`src/rtl/pmod_keypad_scanner_if.sv`:
```
// ---------------------------------------------------------------------------
// pmod_keypad_scanner_if
//   Key-event bundle between the keypad scanner and its consumer (the
//   downstream one-hot state register).
//
//   Handshake: valid-only stream. key_valid is a single-cycle strobe that
//   qualifies key_code in that cycle. There is no ready/back-pressure, so the
//   consumer must take every strobe. key_code holds its value between strobes.
//   key_pressed and fsm_state are level signals that are meaningful on every
//   cycle.
//
//   Signals:
//     key_code    [3:0] hex value of the last accepted key
//     key_valid         one-cycle strobe for a new (or repeated) key
//     key_pressed       high while a key is held, including the release debounce
//     fsm_state   [2:0] one-hot scanner state (001 scan, 010 press debounce, 100 held)
//
//   Modports: master = scanner (drives), slave = consumer (observes).
// ---------------------------------------------------------------------------
interface pmod_keypad_scanner_if;
  logic [3:0] key_code;
  logic       key_valid;
  logic       key_pressed;
  logic [2:0] fsm_state;

  modport master (output key_code, key_valid, key_pressed, fsm_state);
  modport slave  (input  key_code, key_valid, key_pressed, fsm_state);
endinterface

```
`src/rtl/pmod_keypad_scanner.sv`:
```
// ---------------------------------------------------------------------------
// pmod_keypad_scanner
//   Scans a Pmod KYPD 4x4 keypad: drives one column low at a time, samples the
//   synchronised rows, debounces press and release, and emits a hex key code
//   with a one-cycle valid strobe. The one-hot FSM state is exported.
//
//   Ports:
//     clk     system clock, rising edge
//     rst     asynchronous reset, active low
//     enable  low: all state and counters hold, key_valid forced 0
//     row_n   [3:0] keypad rows, active low, asynchronous to clk
//     col_n   [3:0] column drive, active low, exactly one bit low
//     key     pmod_keypad_scanner_if.master (key_code, key_valid,
//             key_pressed, fsm_state)
//
//   Parameters:
//     CLK_DIV        cycles each column is driven before rows are sampled (>=4)
//     DEBOUNCE_CNT   consecutive stable cycles to accept press/release (>=2)
//     REPEAT_CYCLES  auto-repeat interval while held (KEYPAD_REPEAT_EN only)
//
//   Optional feature macro: KEYPAD_REPEAT_EN (auto-repeat of key_valid while
//   a key is held). Undefined by default: one key_valid per accepted press.
// ---------------------------------------------------------------------------
module pmod_keypad_scanner #(
  parameter int CLK_DIV       = 1000,
  parameter int DEBOUNCE_CNT  = 20000,
  parameter int REPEAT_CYCLES = 5000000
) (
  input  logic                         clk,
  input  logic                         rst,
  input  logic                         enable,
  input  logic [3:0]                   row_n,
  output logic [3:0]                   col_n,
  pmod_keypad_scanner_if.master        key
);

  if (CLK_DIV < 4)       begin : g_bad_clk_div  $error("CLK_DIV must be >= 4");       end
  if (DEBOUNCE_CNT < 2)  begin : g_bad_debounce $error("DEBOUNCE_CNT must be >= 2");  end
  if (REPEAT_CYCLES < 2) begin : g_bad_repeat   $error("REPEAT_CYCLES must be >= 2"); end

  localparam int DW = $clog2(CLK_DIV);
  localparam int BW = $clog2(DEBOUNCE_CNT);
  localparam logic [DW-1:0] DWELL_LAST = DW'(CLK_DIV - 1);
  localparam logic [BW-1:0] DEB_LAST   = BW'(DEBOUNCE_CNT - 1);

  typedef enum logic [2:0] {
    SCAN      = 3'b001,
    DEB_PRESS = 3'b010,
    HELD      = 3'b100
  } state_t;

  state_t        state_q, state_d;
  logic          releasing_q, releasing_d;  // release-debounce sub-phase of HELD
  logic [1:0]    col_q, col_d;
  logic [DW-1:0] dwell_q, dwell_d;
  logic [BW-1:0] deb_q, deb_d;              // press and release share this counter
  logic [1:0]    row_idx_q, row_idx_d;
  logic [3:0]    code_q, code_d;
  logic          valid_q, valid_d;
  logic [3:0]    sync1_q, row_s;
  logic          one_low;
  logic [1:0]    row_hit;
  logic [3:0]    lat_pattern;
  logic [2:0]    state_out;

`ifdef KEYPAD_REPEAT_EN
  localparam int RW = $clog2(REPEAT_CYCLES);
  localparam logic [RW-1:0] REP_LAST = RW'(REPEAT_CYCLES - 1);
  logic [RW-1:0] rep_q, rep_d;
`endif

  function automatic logic [3:0] key_map(input logic [1:0] r, input logic [1:0] c);
    case ({r, c})
      4'h0: key_map = 4'h1;  4'h1: key_map = 4'h2;  4'h2: key_map = 4'h3;  4'h3: key_map = 4'hA;
      4'h4: key_map = 4'h4;  4'h5: key_map = 4'h5;  4'h6: key_map = 4'h6;  4'h7: key_map = 4'hB;
      4'h8: key_map = 4'h7;  4'h9: key_map = 4'h8;  4'hA: key_map = 4'h9;  4'hB: key_map = 4'hC;
      4'hC: key_map = 4'h0;  4'hD: key_map = 4'hF;  4'hE: key_map = 4'hE;  default: key_map = 4'hD;
    endcase
  endfunction

  // Only a single low row is a usable press; several low rows on one column
  // can be a ghost from a multi-key press and are ignored.
  always_comb begin
    one_low = 1'b1;
    row_hit = 2'd0;
    case (row_s)
      4'b1110: row_hit = 2'd0;
      4'b1101: row_hit = 2'd1;
      4'b1011: row_hit = 2'd2;
      4'b0111: row_hit = 2'd3;
      default: one_low = 1'b0;
    endcase
  end

  assign lat_pattern = ~(4'b0001 << row_idx_q);

  always_comb begin
    state_d     = state_q;
    releasing_d = releasing_q;
    col_d       = col_q;
    dwell_d     = dwell_q;
    deb_d       = deb_q;
    row_idx_d   = row_idx_q;
    code_d      = code_q;
    valid_d     = 1'b0;
`ifdef KEYPAD_REPEAT_EN
    rep_d       = rep_q;
`endif
    case (state_q)
      SCAN: begin
        releasing_d = 1'b0;
        if (dwell_q == DWELL_LAST) begin
          dwell_d = '0;
          if (one_low) begin
            row_idx_d = row_hit;
            deb_d     = '0;
            state_d   = DEB_PRESS;   // column stays frozen
          end else begin
            col_d = col_q + 2'd1;
          end
        end else begin
          dwell_d = dwell_q + DW'(1);
        end
      end
      DEB_PRESS: begin
        if (row_s != lat_pattern) begin
          state_d = SCAN;
          col_d   = col_q + 2'd1;
          dwell_d = '0;
        end else if (deb_q == DEB_LAST) begin
          state_d = HELD;
          code_d  = key_map(row_idx_q, col_q);
          valid_d = 1'b1;
          deb_d   = '0;
`ifdef KEYPAD_REPEAT_EN
          rep_d   = '0;
`endif
        end else begin
          deb_d = deb_q + BW'(1);
        end
      end
      HELD: begin
        if (row_s != 4'hF) begin
          deb_d       = '0;
          releasing_d = 1'b0;
        end else if (deb_q == DEB_LAST) begin
          state_d     = SCAN;
          col_d       = col_q + 2'd1;
          dwell_d     = '0;
          deb_d       = '0;
          releasing_d = 1'b0;
        end else begin
          deb_d       = deb_q + BW'(1);
          releasing_d = 1'b1;
        end
`ifdef KEYPAD_REPEAT_EN
        // Any deviation from the held pattern (bounce or release) restarts
        // the repeat interval.
        if (row_s != lat_pattern) begin
          rep_d = '0;
        end else if (rep_q == REP_LAST) begin
          rep_d   = '0;
          valid_d = 1'b1;
        end else begin
          rep_d = rep_q + RW'(1);
        end
`endif
      end
      default: begin
        state_d     = SCAN;
        col_d       = 2'd0;
        dwell_d     = '0;
        deb_d       = '0;
        releasing_d = 1'b0;
      end
    endcase
  end

  // The synchroniser keeps sampling while disabled so row_s is fresh on
  // re-enable.
  always_ff @(posedge clk or negedge rst) begin
    if (!rst) begin
      sync1_q <= 4'hF;
      row_s   <= 4'hF;
    end else begin
      sync1_q <= row_n;
      row_s   <= sync1_q;
    end
  end

  always_ff @(posedge clk or negedge rst) begin
    if (!rst)        state_q <= SCAN;
    else if (enable) state_q <= state_d;
  end

  always_ff @(posedge clk or negedge rst) begin
    if (!rst) begin
      releasing_q <= 1'b0;
      col_q       <= 2'd0;
      dwell_q     <= '0;
      deb_q       <= '0;
      row_idx_q   <= 2'd0;
      code_q      <= 4'h0;
      valid_q     <= 1'b0;
    end else if (enable) begin
      releasing_q <= releasing_d;
      col_q       <= col_d;
      dwell_q     <= dwell_d;
      deb_q       <= deb_d;
      row_idx_q   <= row_idx_d;
      code_q      <= code_d;
      valid_q     <= valid_d;
    end else begin
      valid_q     <= 1'b0;
    end
  end

`ifdef KEYPAD_REPEAT_EN
  always_ff @(posedge clk or negedge rst) begin
    if (!rst)        rep_q <= '0;
    else if (enable) rep_q <= rep_d;
  end
`endif

  // An illegal state register value is reported as SCAN and is steered back
  // to SCAN on the next enabled edge.
  always_comb begin
    case (state_q)
      SCAN, DEB_PRESS, HELD: state_out = state_q;
      default:               state_out = SCAN;
    endcase
  end

  assign col_n           = ~(4'b0001 << col_q);
  assign key.key_code    = code_q;
  assign key.key_valid   = valid_q & enable;
  assign key.key_pressed = (state_q == HELD);
  assign key.fsm_state   = state_out;

endmodule
```
`src/flat_wrapper.sv`:
```
// flat-port wrapper written by rule: the top's interface ports become plain ports
module pmod_keypad_scanner_flat 
#(
  parameter int CLK_DIV       = 1000,
  parameter int DEBOUNCE_CNT  = 20000,
  parameter int REPEAT_CYCLES = 5000000
)
  (clk, rst, enable, row_n, col_n, key_key_code, key_key_valid, key_key_pressed, key_fsm_state);
  pmod_keypad_scanner_if key_i ();
  input  logic clk;
  input  logic rst;
  input  logic enable;
  input  logic [3:0] row_n;
  output logic [3:0] col_n;
  output wire logic [$bits(key_i.key_code)-1:0] key_key_code;
  output wire logic [$bits(key_i.key_valid)-1:0] key_key_valid;
  output wire logic [$bits(key_i.key_pressed)-1:0] key_key_pressed;
  output wire logic [$bits(key_i.fsm_state)-1:0] key_fsm_state;
  assign key_key_code = key_i.key_code;
  assign key_key_valid = key_i.key_valid;
  assign key_key_pressed = key_i.key_pressed;
  assign key_fsm_state = key_i.fsm_state;
  pmod_keypad_scanner #(.CLK_DIV(CLK_DIV), .DEBOUNCE_CNT(DEBOUNCE_CNT), .REPEAT_CYCLES(REPEAT_CYCLES)) u_core (.clk(clk), .rst(rst), .enable(enable), .row_n(row_n), .col_n(col_n), .key(key_i));
endmodule
```
`config.mk`:
```
export PLATFORM = sky130hd
export DESIGN_NAME = pmod_keypad_scanner_flat
export DESIGN_NICKNAME = d
export VERILOG_FILES = /design/src/rtl/pmod_keypad_scanner_if.sv /design/src/rtl/pmod_keypad_scanner.sv /design/src/flat_wrapper.sv
export SDC_FILE = /design/constraint.sdc
export NUM_CORES = 1
export LEC_CHECK = 0
export CAP_MARGIN = 10
export CORE_ASPECT_RATIO = 0.6
export CORE_MARGIN = 2
export CORE_UTILIZATION = 30
export DETAILED_ROUTE_END_ITERATION = 16
export PLACE_DENSITY = 0.56
export REMOVE_ABC_BUFFERS = 1
export SETUP_SLACK_MARGIN = 0.4
export SLEW_MARGIN = 20
export SYNTH_ARGS = -nofsm -noshare
export SYNTH_HDL_FRONTEND = slang
export SYNTH_SLANG_ARGS = --single-unit
export TNS_END_PERCENT = 100
```
`constraint.sdc`:
```
create_clock -name clk -period 3.1 [get_ports clk]
set_clock_uncertainty 0.1 [all_clocks]
set_input_delay 0.31 -clock clk [delete_from_list [all_inputs] [get_ports clk]]
set_output_delay 0.31 -clock clk [all_outputs]
set_load 0.005 [all_outputs]
```
==> impl_metrics.json <==
{
  "post-cts-setup-buffers": 0,
  "combPwrFrac_pct": 29.1,
  "vias": 2014,
  "crit_end": "u_core.col_q[0]",
  "cts.path.max_buffers": 2,
  "peakVddDrop_mv": 0.233,
  "viasPerCell": 4.97,
  "grt_setup_unrepaired": "yes",
  "power_density_nw_per_um2": 617,
  "min_period_ns": 2.59,
  "worstPathRequired_ns": 3.18,
  "max-slew-margin-rel_pct": 61.4,
  "crit_path_end_kind": "flop",
  "start_util_pct": 30.5,
  "synth_edf_count": 0,
  "dieHeight_um": 75.6,
  "finalSetupViolCount": 0,
  "dr.first_iter.drc_count": 107,
  "clock_latency_ns": 0.29,
  "dp_hpwl_um": 4050,
  "synth_area_leader_cell": "dfrtp_1",
  "n_antenna_cell": 0,
  "grt_pass1_vias": 1835,
  "r2r_cells": 7,
  "worstSetupPathType": "reg2reg",
  "ff2ff_setup_slack_ns": 0.51,
  "synth_flop_cell": "dfrtp_1",
  "outcome": "finished clean",
  "tightest_slew_ns": 0.579,
  "die_area_um2": 9330,
  "rr_startpoint": "u_core.deb_q[12]",
  "synth_top_cells_by_area": "dfrtp_1 (35%), dfstp_2 (9.2%), o21ai_0 (5.7%), nand2_1 (4.2%), ha_1 (3.4%)",
  "p_sw_uw": 629,
  "ys_types": 56,
  "synthArstFlopShare_pct": 100,
  "worstPathMaxFanout": 13,
  "setup-tns-final_ns": 0,
  "drt-total-wl_um": 5720,
  "io_buffer_count": 19,
  "grtUsageTotal_pct": 13.7,
  "antenna_left": 0,
  "rows": 26,
  "slew_viol_final": 0,
  "cts.clk_slew.worst_paths_ns": 0.06,
  "syn_inst": 273,
  "final_cell_mix": "dfrtp_1 (36), nand2_1 (29), o21ai_0 (29)",
  "cts.sink_count": 45,
  "grt_first_pass_wirelength_um": 9590,
  "report.final.hold_viol_count": 0,
  "nFillCells": 866,
  "pin_count": 20,
  "drcViolationCount": 0,
  "areaGrowthSynthToFinish_pct": 17.1,
  "ys_ff_latch": 45,
  "mappedNetlistArea_um2": 2560,
  "place_congestion": 0.883,
  "fin_util_pct": 35.8,
  "hp-class": "reg2reg",
  "dp_slack_ns": 0.520,
  "whs_ns": 0.255,
  "min_from": "u_core.sync1_q[0]",
  "finalCritPeriodShare_pct": 83.6,
  "avgSynthCellArea_um2": 9.39,
  "seqPwrFrac_pct": 41.7,
  "detail_route.first_pass.iterations": 4,
  "die_x_um": 123,
  "antenna_found_initial": 0,
  "root_buffer": "clkbuf_16",
  "intPower_uw": 1220,
  "swShare_pct": 34.0,
  "yosysSeqAreaShare_pct": 44.4,
  "htreeDepth": 2,
  "synth_top_area_share_pct": 35.1,
  "r2r_end": "u_core.col_q[0]",
  "startpoint": "u_core.deb_q[12]",
  "cts_buffers": 5,
  "clockPowerShare_pct": 29.3,
  "synth_warnings": 0,
  "final_common_cell": "dfrtp_1",
  "routedWlPerCell_um": 14.1,
  "cellLeakagePower_uw": 0.00125,
  "grt_max_degree": 46,
  "setup_ws_ns": 0.509,
  "core-area_um2": 8390,
  "crit_arrival_ns": 2.67,
  "layout-drive-gt1-share_pct": 13.3,
  "max_cap_violations": 0,
  "cp-start-kind": "flop",
  "cts_tree": "yes",
  "gr-total-overflow": 0,
  "nNetsFinal": 306,
  "fmax_ghz": 0.386
}
## sequential cells by signal, summed over array words and instances (netlist names)
| name | count |
|---|---|
| u_core.col_q | 2 |
| u_core.deb_q | 15 |
| u_core.dwell_q | 10 |
| u_core.key.key_code | 4 |
| u_core.row_idx_q | 2 |
| u_core.row_s | 4 |
| u_core.state_q | 3 |
| u_core.sync1_q | 4 |
| u_core.valid_q | 1 |
## power by group through the flow
stage	clock network (uW)	logic, uW	registers (uW)
after CTS	564	536	768
final	541	538	772
after global placement	0	523	774
after global routing	588	612	786
after detailed placement	0	534	777
after floorplan	0	364	746
## cells by family after synthesis
logic type / share of synthesized area (%)
multiplexers: 2.10
flip-flops: 44.4
adder cells (fa/ha/maj): 3.42
buffers and inverters: 4.20
AO/OA/AOI/OAI: 18.4
XOR/XNOR: 1.03
AND/OR/NAND/NOR: 26.5
## worst min path at each step
stage	cells after the start	end
after global routing	0	u_core.row_s[0]
final	0	u_core.row_s[0]
after detailed placement	0	u_core.row_s[1]
after floorplan	0	u_core.col_q[0]
after CTS	1	u_core.deb_q[6]
after global placement	0	u_core.row_s[0]
## layer usage
| layer | global-route usage (%) | up-vias | wire [um] |
|---|---|---|---|
| li1 | - | 1028 | - |
| met1 | 21.1 | 945 | 3290 |
| met2 | 17.8 | 37 | 2130 |
| met3 | 3.37 | 4 | 223 |
| met4 | 6.06 | 0 | 70 |
| met5 | 0 | - | 0 |
## metrics by stage
step	instances	power, uW	area [um2]
final	405	1850	3000
after CTS	403	1870	2980
after global placement	395	1300	2830
after detailed placement	395	1310	2830
after global routing	405	1990	3000
after floorplan	262	1110	2490
## layout make-up
| type | count | area (um2) | share of cell area, % |
|---|---|---|---|
| multi-input combinational | 208 | 1330 | 44.2 |
| sequential | 45 | 1140 | 37.9 |
| timing repair buffer | 22 | 213 | 7.09 |
| clock buffer | 8 | 146 | 4.88 |
| tap | 112 | 140 | 4.67 |
| inverter | 10 | 37.5 | 1.25 |
## repair_timing
action | CTS | global route
setup endpoints to repair | 0 | 2
hold buffers | 0 | 1
endpoints found under the hold margin | 0 | 36
gates resized for setup | 0 | 1
## critical path, cell delays in order (launching register included)
cell      delay, ns
dfrtp_1        0.44
or4b_1         0.60
nor4_4         0.47
a21boi_1       0.17
nor3_2         0.13
buf_4          0.20
nand2_1        0.10
mux2_2         0.27
## Yosys cell counts (2+ instances only)
library cell and n:
xor2_1 2, and2_1 4, and3_2 3, a21oi_1 10, inv_1 10, nand2_1 29
and3_1 7, nand4b_1 2, ha_1 7, o31ai_2 2, a21o_1 3, dfrtp_1 36
buf_2 2, a21boi_1 2, clkbuf_1 2, dfstp_2 9, mux2i_1 2, mux2_2 3
nor3b_1 7, nand2b_1 6, nand3_1 13, o21ai_0 29, and2_2 3, nor2_1 21
a31oi_1 10, o31ai_1 9, buf_4 5, nor3_1 2, o211ai_1 2, or4b_1 2
nand4_1 4
Power figures use the tool's default switching activity.
